--- src/rtl/seq_multiplier.sv ---
// seq_multiplier: sequential shift-add multiplier with a signed/unsigned mode.
// It terminates early once no 1 bits remain in the multiplier magnitude.
//
// Ports
//   clk        clock, rising edge
//   rst        asynchronous active-high reset
//   start      request, accepted only while busy=0
//   is_signed  1: a and b are two's complement; 0: unsigned (sampled with start)
//   a          multiplier operand, WIDTH bits (sampled with start)
//   b          multiplicand operand, WIDTH bits (sampled with start)
//   busy       high while an operation is in flight (RUN or FINISH)
//   done       one-cycle pulse when p holds a new result
//   p          2*WIDTH-bit product, held until the next done
module seq_multiplier #(
   parameter int WIDTH = 32
) (
   input  logic               clk,
   input  logic               rst,
   input  logic               start,
   input  logic               is_signed,
   input  logic [WIDTH-1:0]   a,
   input  logic [WIDTH-1:0]   b,
   output logic               busy,
   output logic               done,
   output logic [2*WIDTH-1:0] p
);

   localparam int PW = 2 * WIDTH;

   typedef enum logic [1:0] {IDLE, RUN, FINISH} state_t;

   state_t            state, state_nx;
   logic [WIDTH-1:0]  mlt;
   logic [PW-1:0]     mcd;
   logic [PW-1:0]     acc;
   logic              neg;
   logic [WIDTH-1:0]  a_mag, b_mag;

   // Operand magnitudes. Truncating the negation to WIDTH bits is exact,
   // because the most negative value maps to 2^(WIDTH-1), which still fits
   // unsigned in WIDTH bits.
   always_comb begin
      a_mag = (is_signed && a[WIDTH-1]) ? (~a + 1'b1) : a;
      b_mag = (is_signed && b[WIDTH-1]) ? (~b + 1'b1) : b;
   end

   // State register.
   always_ff @(posedge clk or posedge rst) begin
      if (rst) state <= IDLE;
      else     state <= state_nx;
   end

   // Next-state logic and the busy flag.
   always_comb begin
      state_nx = state;
      busy     = 1'b0;
      case (state)
         IDLE: begin
            if (start) state_nx = RUN;
         end
         RUN: begin
            busy = 1'b1;
            if (mlt == '0) state_nx = FINISH;
         end
         FINISH: begin
            busy     = 1'b1;
            state_nx = IDLE;
         end
         default: state_nx = IDLE;
      endcase
   end

   // Datapath registers.
   always_ff @(posedge clk or posedge rst) begin
      if (rst) begin
         mlt  <= '0;
         mcd  <= '0;
         acc  <= '0;
         neg  <= 1'b0;
         p    <= '0;
         done <= 1'b0;
      end else begin
         done <= 1'b0;
         case (state)
            IDLE: begin
               if (start) begin
                  // A zero multiplicand empties mlt so RUN exits at once.
                  mlt <= (b == '0) ? '0 : a_mag;
                  mcd <= {{WIDTH{1'b0}}, b_mag};
                  acc <= '0;
                  neg <= is_signed & (a[WIDTH-1] ^ b[WIDTH-1]);
               end
            end
            RUN: begin
               if (mlt != '0) begin
                  if (mlt[0]) acc <= acc + mcd;
                  mlt <= mlt >> 1;
                  mcd <= mcd << 1;
               end
            end
            FINISH: begin
               // Negating a zero accumulator gives zero again, so no -0 result.
               p    <= neg ? (~acc + 1'b1) : acc;
               done <= 1'b1;
            end
            default: ;
         endcase
      end
   end

endmodule

--- config.mk ---
export PLATFORM = sky130hd
export DESIGN_NAME = seq_multiplier
export DESIGN_NICKNAME = d
export VERILOG_FILES = /design/src/rtl/seq_multiplier.sv
export SDC_FILE = /design/constraint.sdc
export NUM_CORES = 1
export LEC_CHECK = 0
export BUFFER_PORTS_ARGS = -buffer_cell sky130_fd_sc_hd__clkbuf_2
export CORE_MARGIN = 2
export CORE_UTILIZATION = 50
export CTS_CLUSTER_SIZE = 20
export DETAILED_ROUTE_END_ITERATION = 10
export PLACE_DENSITY = 0.76
export SLEW_MARGIN = 25
export SYNTH_ARGS = -nofsm -noshare
export SYNTH_HDL_FRONTEND = slang
export SYNTH_SLANG_ARGS = --single-unit
--- constraint.sdc ---
create_clock -name clk -period 10 [get_ports clk]
set_input_delay 1 -clock clk [delete_from_list [all_inputs] [get_ports clk]]
set_output_delay 1 -clock clk [all_outputs]
set_load 0.01 [all_outputs]
==> summary.txt, run 1 <==
Power Dens Cells - 300.9 nW/um^2
hold path start - neg$_DFFE_PP0P_
dpl ws - 6.351 ns
fraction of synthesized area in multiplexers - 0.7797%
# setup viols final - 0
slew of the pin with the lowest slew margin - 0.9305 ns
CTS tree - yes
sequential element share of the synthesized area - 37.43%
gr usage total - 24.87%
worst flop-to-flop path startpoint - acc[6]$_DFFE_PP0P_
Final WS setup - 6.413 ns
Async SR Flop Fraction - 100.0%
DR vias - 13620
Crit Path Max Fanout - 7
Post-Route WL - 39040 um
number of flops mapped to enable cells by yosys - 0
layout cells sized above 1 - 11.53%
critical path endpoint category - register
Fill cells - 2721
initial core utilization - 51.16%
Die Height - 178.6 um
die width - 178.6 um
nets@finish - 2048
1st-pass router iterations - 5
unrepaired setup endpoints after global routing - no
max frequency - 278.8 MHz
top cells by area, synth - dfrtp_1 37%, nand2_1 7.2%, xor2_1 7.0%
hold path cells - 2
Area Growth Syn to Fin - 10.94%
Root Driver - clkbuf_16
slew margin rel. - 37.96%
dpl cells - 2274
Post-Synth Adder-Cell Area - 5.794%
crit path time final - 3.587 ns
Post-Synth Simple-Gate Area - 19.00%
largest family of logic cells by synthesized area - compound AO/OA/AOI/OAI gates
synth unique cells - 76
worst-path cell chain - ha_1 -> a21oi_1 -> a21oi_1 -> a2111oi_4 -> o21ai_1 -> o21a_1 -> o21ai_2 -> o211ai_1 -> a41oi_1 -> xor2_1 -> o31ai_1
number of hold buffers added after cts - 0
final cell count without fillers - 2315
leading area contributor after synthesis - dfrtp_1
vias in the first global route - 12690
status - complete, no violations
Synth Area in XOR/XNOR - 9.709%
Max-Cap Viols - 0
clk_lat worst skew - 0.54 ns
flop2flop setup slack - 6.41 ns
Post-Syn Area - 15240 um^2
worst r2r dst - acc[57]$_DFFE_PP0P_
routed vias/inst - 5.883
post-synth top area share - 37.43%
most used cell, CP - a21oi_1
Synth Register Bits - 228
syn_area_per_cell - 8.263 um^2
Setup Skew - 0.02757 ns
DRC errors left - 0
critical path's slowest cell - dfrtp_1
routability cong. - 0.9425
largest net degree at the start of global routing - 151
final worst path period share - 35.87%
PortBufs - 133
num ports - 134
Fin. Hold Viols - 0
Worst Path Arrival - 3.96 ns
Syn Inst Count - 1845
Routed Antenna Nets - 0
global-route wire length before repair - 64730 um
initial antenna violation count - 1
FF-to-FF path depth - 11
Die ar. - 31900 um^2
Post-CTS Setup Bufs - 0
Crit path largest cell delay - 0.49 ns
# clock sinks - 228
VDD IR max - 0.1880 mV
Leak - 7.688 nW
H-tree levels - 1
Final Total Pwr - 5.089 mW
DR WL/cell - 16.86 um
Core Area - 29800 um^2
Worst EP required - 10.38 ns
DRT iter0 DRCs - 1032
Post-CTS Resized - 0
Antenna diodes - 0
ys flop type - dfrtp_1
Max Slew Vio Count - 0
startpoint types - register
yosys warns - 0
worst-case clock buffer depth - 3
total CTS buffers - 24
Setup TNS - 0 ns
Synth Area in Compound Gates - 23.89%
gr ovfl total - 0
# rows - 63
Post-DP HPWL - 28180 um
Crit Path Category - reg2reg
Clock transition at path regs - 0.06 ns
Mapped Nets - 1983
Hold Path Sink - neg$_DFFE_PP0P_
HP Class - reg2reg
[routing by layer]
metal | vias to the layer above | track usage [%] | routed length [um]
met5 | - | 0 | 11
li1 | 6715 | - | -
met4 | 2 | 6.673 | 907
met1 | 6377 | 36.52 | 18360
met3 | 62 | 4.497 | 2936
met2 | 463 | 37.63 | 16820
[flip-flops by register name, indices dropped and copies added, names as in the netlist]
signal	cells
neg	1
mlt	32
state	2
mcd	64
acc	64
done	1
p	64
[worst max-delay path: cells and delay by family (launching register included)]
family	cells	cell delay (ns)
XOR/XNOR	1	0.23
adder cells (fa/ha/maj)	1	0.39
flip-flops	1	0.49
AO/OA/AOI/OAI	9	2.32
[layout make-up]
cell class	count	area [um^2]	area share, %
Sequential cell	228	5707	33.74
Clock inverter	4	50.05	0.2959
Clock buffer	37	730.7	4.320
Timing Repair Buffer	141	733.2	4.335
Multi-Input combinational cell	1480	9060	53.57
Tap cell	390	488.0	2.885
Inverter	35	143.9	0.8508
[logic make-up after synthesis]
kind of cell,after synthesis
adders and majority gates,70
xor gates and xnor gates,169
buffers and inverters,137
DFF,228
AOI/OAI and AO/OA,608
muxes,11
and+or+nand+nor,622
[cells in the final DEF, fill, tap and decap left out, types with 5 or more instances in the layout]
| master | count |
|---|---|
| a211oi_1 | 9 |
| a21o_1 | 33 |
| a21oi_1 | 182 |
| a22oi_1 | 31 |
| a31oi_1 | 13 |
| and2_1 | 5 |
| and3_1 | 13 |
| buf_4 | 6 |
| clkbuf_1 | 6 |
| clkbuf_16 | 25 |
| clkbuf_2 | 133 |
| clkbuf_8 | 6 |
| dfrtp_1 | 227 |
| ha_1 | 67 |
| inv_1 | 34 |
| mux2_2 | 7 |
| nand2_1 | 290 |
| nand2b_1 | 11 |
| nand3_1 | 27 |
| nand4_1 | 21 |
| nor2_1 | 140 |
| nor2b_1 | 8 |
| nor3_1 | 21 |
| nor4_1 | 26 |
| o21ai_0 | 205 |
| o21ai_1 | 26 |
| o21bai_1 | 14 |
| o31ai_1 | 36 |
| o41ai_1 | 11 |
| or3_1 | 21 |
| or4_1 | 7 |
| xnor2_1 | 48 |
| xor2_1 | 121 |
[worst max-delay path by stage]
stage	startpoint	end	slack, ns	cells after the start
floorplan	rst	acc[0]$_DFFE_PP0P_	2.75	1
global placement	b[3]	mcd[27]$_DFFE_PP0P_	6.49	11
detailed placement	b[7]	mlt[21]$_DFFE_PP0P_	6.35	10
CTS	state[1]$_DFFE_PP0P_	mcd[22]$_DFFE_PP0P_	6.44	8
global route	acc[0]$_DFFE_PP0P_	acc[34]$_DFFE_PP0P_	6.13	13
finish	acc[6]$_DFFE_PP0P_	acc[57]$_DFFE_PP0P_	6.41	11
[Yosys cell counts (9+ instances only)]
cell type  instances
a211oi_1           9
a21o_1            33
a21oi_1          183
a22oi_1           31
a31oi_1           13
and3_1            13
clkbuf_1          91
dfrtp_1          228
ha_1              69
inv_1             35
nand2_1          292
nand2b_1          11
nand3_1           27
nand4_1           21
nor2_1           140
nor3_1            21
nor4_1            26
o21ai_0          205
o21ai_1           26
o21bai_1          14
o31ai_1           36
o41ai_1           11
or3_1             21
xnor2_1           48
xor2_1           121
[per-stage QoR]
step / instance area (um^2) / hold slack, ns / utilization (%)
after CTS: 16900 / 0.4914 / 56.72
after global routing: 16910 / 0.5296 / 56.76
after detailed placement: 16120 / 0.4775 / 54.10
after global placement: 16120 / 0.4770 / 54.10
after floorplan: 15240 / 0.4721 / -
final: 16910 / 0.4880 / 56.76
[report_power, final]
| part | switching [mW] | internal (mW) | total, mW |
|---|---|---|---|
| logic | 1.68 | 0.917 | 2.59 |
| registers | 0.343 | 1.26 | 1.60 |
| clock network | 0.371 | 0.525 | 0.896 |
| total | 2.39 | 2.70 | 5.09 |
Note: power is estimated with default switching activity, not from simulation.
==> run 2: changes to the inputs <==
clock period = 3.3 ns   (was 10 ns; I/O delays follow)
==> summary.txt, run 2 (synthesized netlist as in run 1, its figures left out) <==
Area Growth Syn to Fin - 14.41%
num ports - 134
most common cell after layout, fill and taps aside - nand2_1
Power Dens Cells - 926.1 nW/um^2
Crit Path Category - reg2reg
gr usage total - 25.68%
Worst Path Arrival - 3.66 ns
Max-Cap Viols - 0
VDD IR max - 0.7672 mV
CP delay by family, top - compound AO/OA/AOI/OAI gates
Antenna diodes - 0
H-tree levels - 1
dpl ws - 0.1320 ns
worst-path cell chain - buf_4 -> ha_1 -> nand4_1 -> or3_1 -> o21ai_1 -> o21a_1 -> o21ai_2 -> o211ai_1 -> a41oi_1 -> xor2_1 -> o31ai_1
Leak - 7.954 nW
worst-case clock buffer depth - 3
flop2flop setup slack - 0.09 ns
final worst path period share - 97.15%
Setup Skew - 0.02495 ns
Core Area - 29800 um^2
slew of the pin with the lowest slew margin - 0.8636 ns
hold path cells - 3
Final Total Pwr - 16.15 mW
1st-pass router iterations - 5
critical path's slowest cell - o211ai_1
HP Class - in2reg
Final WS setup - 0.09420 ns
hold_ws - 0.08972 ns
largest registers - acc (64), mcd (64), p (64)
worst r2r dst - acc[57]$_DFFE_PP0P_
Die ar. - 31900 um^2
FF-to-FF path depth - 11
initial antenna violation count - 0
CTS tree - yes
vias in the first global route - 13210
crit path time final - 3.206 ns
die width - 178.6 um
DR vias - 13900
total CTS buffers - 26
max frequency - 311.9 MHz
Crit Path Max Fanout - 8
startpoint types - register
# setup viols final - 0
DR WL/cell - 16.97 um
Post-Route WL - 40190 um
slew margin rel. - 42.30%
DP Area - 16550 um^2
critical path endpoint category - register
Fin. Hold Viols - 0
largest net degree at the start of global routing - 193
status - complete, no violations
hold path start - a[31]
routed vias/inst - 5.868
unrepaired setup endpoints after global routing - yes
Crit path largest cell delay - 0.45 ns
Routed Antenna Nets - 0
Root Driver - clkbuf_16
Post-DP HPWL - 29900 um
gr ovfl total - 0
# clock sinks - 228
layout cells sized above 1 - 14.56%
global-route wire length before repair - 66790 um
Layout Utilization - 58.54%
# rows - 63
DRC errors left - 0
nets@finish - 2097
worst flop-to-flop path startpoint - acc[11]$_DFFE_PP0P_
Design Area, Final - 17440 um^2
Fill cells - 2732
Max Slew Vio Count - 0
clk_lat worst skew - 0.55 ns
Clock transition at path regs - 0.07 ns
most frequent cells in the layout - 290 x nand2_1, 225 x dfrtp_1, 205 x o21ai_0
Worst EP required - 3.75 ns
DRT iter0 DRCs - 832
Die Height - 178.6 um
PortBufs - 133
CP bufs+invs - 1
routability cong. - 0.9419
Hold Path Sink - mlt[31]$_DFFE_PP0P_
initial core utilization - 51.16%
==> run 2: cell count changes in the layout (fill, tap and decap cells not counted), moves of 3 or more <==
cell | previous run | this run
buf_12 | 0 | 7
clkbuf_8 | 6 | 3
buf_4 | 6 | 47
clkinv_2 | 1 | 6
==> run 2: layout make-up <==
| class | instances | area [um^2] | share of cell area [%] |
|---|---|---|---|
| tap | 390 | 488.0 | 2.798 |
| timing repair buffer | 188 | 1169 | 6.700 |
| clock inverter | 10 | 92.59 | 0.5308 |
| inverter | 35 | 135.1 | 0.7748 |
| sequential | 228 | 5709 | 32.73 |
| clock buffer | 37 | 721.9 | 4.139 |
| multi-input combinational | 1480 | 9126 | 52.32 |
==> run 2: timing repair <==
item                                    CTS  global route
endpoints found under the setup margin    0            20
hold endpoints to repair                 29             0
hold buffers                              1             0
resized for setup                         0            16
buffers inserted                          0             0
==> run 2: worst max path at each step <==
stage / endpoint / start / cells past startpoint
2_1_floorplan: acc[0]$_DFFE_PP0P_ / rst / 1
3_3_place_gp: acc[61]$_DFFE_PP0P_ / acc[8]$_DFFE_PP0P_ / 11
3_5_place_dp: acc[34]$_DFFE_PP0P_ / mcd[0]$_DFFE_PP0P_ / 14
4_1_cts: p[63]$_DFFE_PP0P_ / acc[2]$_DFFE_PP0P_ / 12
5_1_grt: p[63]$_DFFE_PP0P_ / acc[9]$_DFFE_PP0P_ / 12
6_report: acc[57]$_DFFE_PP0P_ / acc[11]$_DFFE_PP0P_ / 11
==> run 2: through the flow <==
| step | setup TNS (ns) | instances |
|---|---|---|
| after CTS | 0 | 2368 |
| final | 0 | 2368 |
| after floorplan | -2.275 | 1845 |
| after global placement | 0 | 2320 |
| after global routing | -0.07895 | 2368 |
| after detailed placement | 0 | 2320 |
==> run 2: report_power, final <==
part / switching, mW / internal (mW)
registers: 0.927 / 3.81
clock network: 1.17 / 1.60
logic: 5.39 / 3.24
==> run 2: worst register-to-register path, delay by kind of cell (launching register included) <==
kind,cells,cell delay (ns)
xor gates and xnor gates,1,0.18
adders and majority gates,1,0.42
and+or+nand+nor,2,0.53
AOI/OAI and AO/OA,6,1.45
DFF,1,0.39
buffers and inverters,1,0.15
==> run 2: layer usage <==
metal	vias up	wire, um	global-route usage, %	part of all wire (%)
li1	6817	-	-	-
met1	6568	19220	37.79	48
met2	450	17470	39.53	43
met3	60	2668	4.071	6.6
met4	0	828	6.267	2.1
met5	-	0	0	0
==> run 3: changes to the inputs <==
PLACE_DENSITY = 0.69   (was 0.76)
==> summary.txt, run 3 (synthesized netlist as in run 1, its figures left out) <==
# rows - 63
Crit Path Max Fanout - 6
flop2flop setup slack - 0.18 ns
Core Area - 29800 um^2
slew margin rel. - 35.66%
CTS tree - yes
worst r2r dst - acc[61]$_DFFE_PP0P_
Antenna diodes - 0
1st-pass router iterations - 5
Crit path largest cell delay - 0.45 ns
most used cell, CP - o21ai_1
Worst Path Arrival - 3.53 ns
startpoint types - register
HP Class - in2reg
global-route wire length before repair - 66060 um
DR vias - 13790
Hold Path Sink - mlt[31]$_DFFE_PP0P_
Crit Path Category - reg2reg
H-tree levels - 1
Worst EP required - 3.71 ns
# clock sinks - 228
vias in the first global route - 12810
critical path's slowest cell - a2111oi_4
layout cells sized above 1 - 14.61%
Die Height - 178.6 um
# setup viols final - 0
max frequency - 320.2 MHz
Fin. Hold Viols - 0
worst-case clock buffer depth - 3
FF-to-FF path depth - 11
DP Area - 16540 um^2
Area Growth Syn to Fin - 14.68%
routability cong. - 0.9197
DRT iter0 DRCs - 923
DRC errors left - 0
routed vias/inst - 5.824
crit path launch - acc[1]$_DFFE_PP0P_
VDD IR max - 0.7789 mV
initial antenna violation count - 0
Fill cells - 2765
Die ar. - 31900 um^2
clk_lat worst skew - 0.53 ns
hold path cells - 3
DR WL/cell - 17.18 um
Root Driver - clkbuf_16
gr ovfl total - 0
Layout Utilization - 58.67%
worst-path cell chain - ha_1 -> a21oi_1 -> o22ai_2 -> a2111oi_4 -> o21ai_1 -> o21a_1 -> o21ai_2 -> o211ai_1 -> a311oi_1 -> xor2_1 -> o21ai_1
Clock transition at path regs - 0.06 ns
largest registers - acc (64), mcd (64), p (64)
Post-DP HPWL - 30020 um
num ports - 134
most frequent cells in the layout - 290 x nand2_1, 227 x dfrtp_1, 205 x o21ai_0
Setup Skew - 0.009370 ns
Final Total Pwr - 16.16 mW
Setup TNS - 0 ns
Routed Antenna Nets - 0
Max-Cap Viols - 0
nets@finish - 2098
Design Area, Final - 17480 um^2
final worst path period share - 94.65%
status - complete, no violations
PortBufs - 133
Leak - 7.973 nW
hold path start - a[31]
critical path endpoint category - register
gr usage total - 25.60%
largest net degree at the start of global routing - 91
most common cell after layout, fill and taps aside - nand2_1
die width - 178.6 um
crit path time final - 3.123 ns
Power Dens Cells - 924.2 nW/um^2
worst flop-to-flop path startpoint - acc[1]$_DFFE_PP0P_
Post-Route WL - 40690 um
unrepaired setup endpoints after global routing - no
slew of the pin with the lowest slew margin - 0.9651 ns
Max Slew Vio Count - 0
total CTS buffers - 26
initial core utilization - 51.16%
==> run 3: changes by cell type in the layout (fill, tap and decap cells not counted), sizes merged <==
| cell | delta |
|---|---|
| clkbuf | +4 |
| buf | +1 |
| clkinv | -2 |
| inv | -1 |
| clkinvlp | -1 |
| bufinv | -1 |
==> run 3: metrics by stage <==
step | std cells | worst slack [ns] | hold WS (ns)
after CTS | 2366 | 0.06537 | 0.06883
after global routing | 2368 | 0.01103 | 0.08204
after detailed placement | 2319 | 0.08171 | 0.5000
after floorplan | 1845 | -0.009979 | 0.4660
after global placement | 2319 | 0.1665 | 0.4888
final | 2368 | 0.1765 | 0.08252
==> run 3: layout make-up <==
class / count / area [um^2] / area share [%]
Multi-Input combinational cell: 1480 / 9153 / 52.35
Sequential cell: 228 / 5707 / 32.64
Clock buffer: 41 / 798.3 / 4.566
Timing Repair Buffer: 189 / 1176 / 6.728
Tap cell: 390 / 488.0 / 2.791
Clock inverter: 5 / 25.02 / 0.1431
Inverter: 35 / 135.1 / 0.7730
==> run 3: timing repair <==
action	CTS	global route
buffers inserted	0	2
hold endpoints to repair	29	0
endpoints found under the setup margin	0	16
hold buffers	1	0
resized for setup	0	17
==> run 3: routing by layer <==
layer	vias up	global-route usage (%)	share of wire, %
met2	372	40.30	44
met1	6545	38.08	49
met5	-	0	0
met3	44	2.835	5.6
met4	0	5.217	1.8
li1	6830	-	-
==> run 3: worst max path at each step <==
| stage | endpoint | slack [ns] | depth (start not counted) |
|---|---|---|---|
| after floorplan | acc[0]$_DFFE_PP0P_ | -0.01 | 1 |
| final | acc[61]$_DFFE_PP0P_ | 0.18 | 11 |
| after global placement | acc[58]$_DFFE_PP0P_ | 0.17 | 14 |
| after CTS | acc[30]$_DFFE_PP0P_ | 0.07 | 13 |
| after global routing | acc[61]$_DFFE_PP0P_ | 0.01 | 11 |
| after detailed placement | acc[30]$_DFFE_PP0P_ | 0.08 | 13 |
==> run 3: power breakdown <==
part           switching [mW]  total [mW]  internal, mW
sequential              0.952        4.76          3.81
clock                    1.13        2.78          1.64
combinational            5.32        8.62          3.30
==> run 3: worst max-delay path, delay by kind of cell, from the launching register on <==
| family | cells | cell delay (ns) |
|---|---|---|
| adders and majority gates | 1 | 0.29 |
| AOI/OAI and AO/OA | 9 | 2.08 |
| xor gates and xnor gates | 1 | 0.18 |
| DFF | 1 | 0.43 |
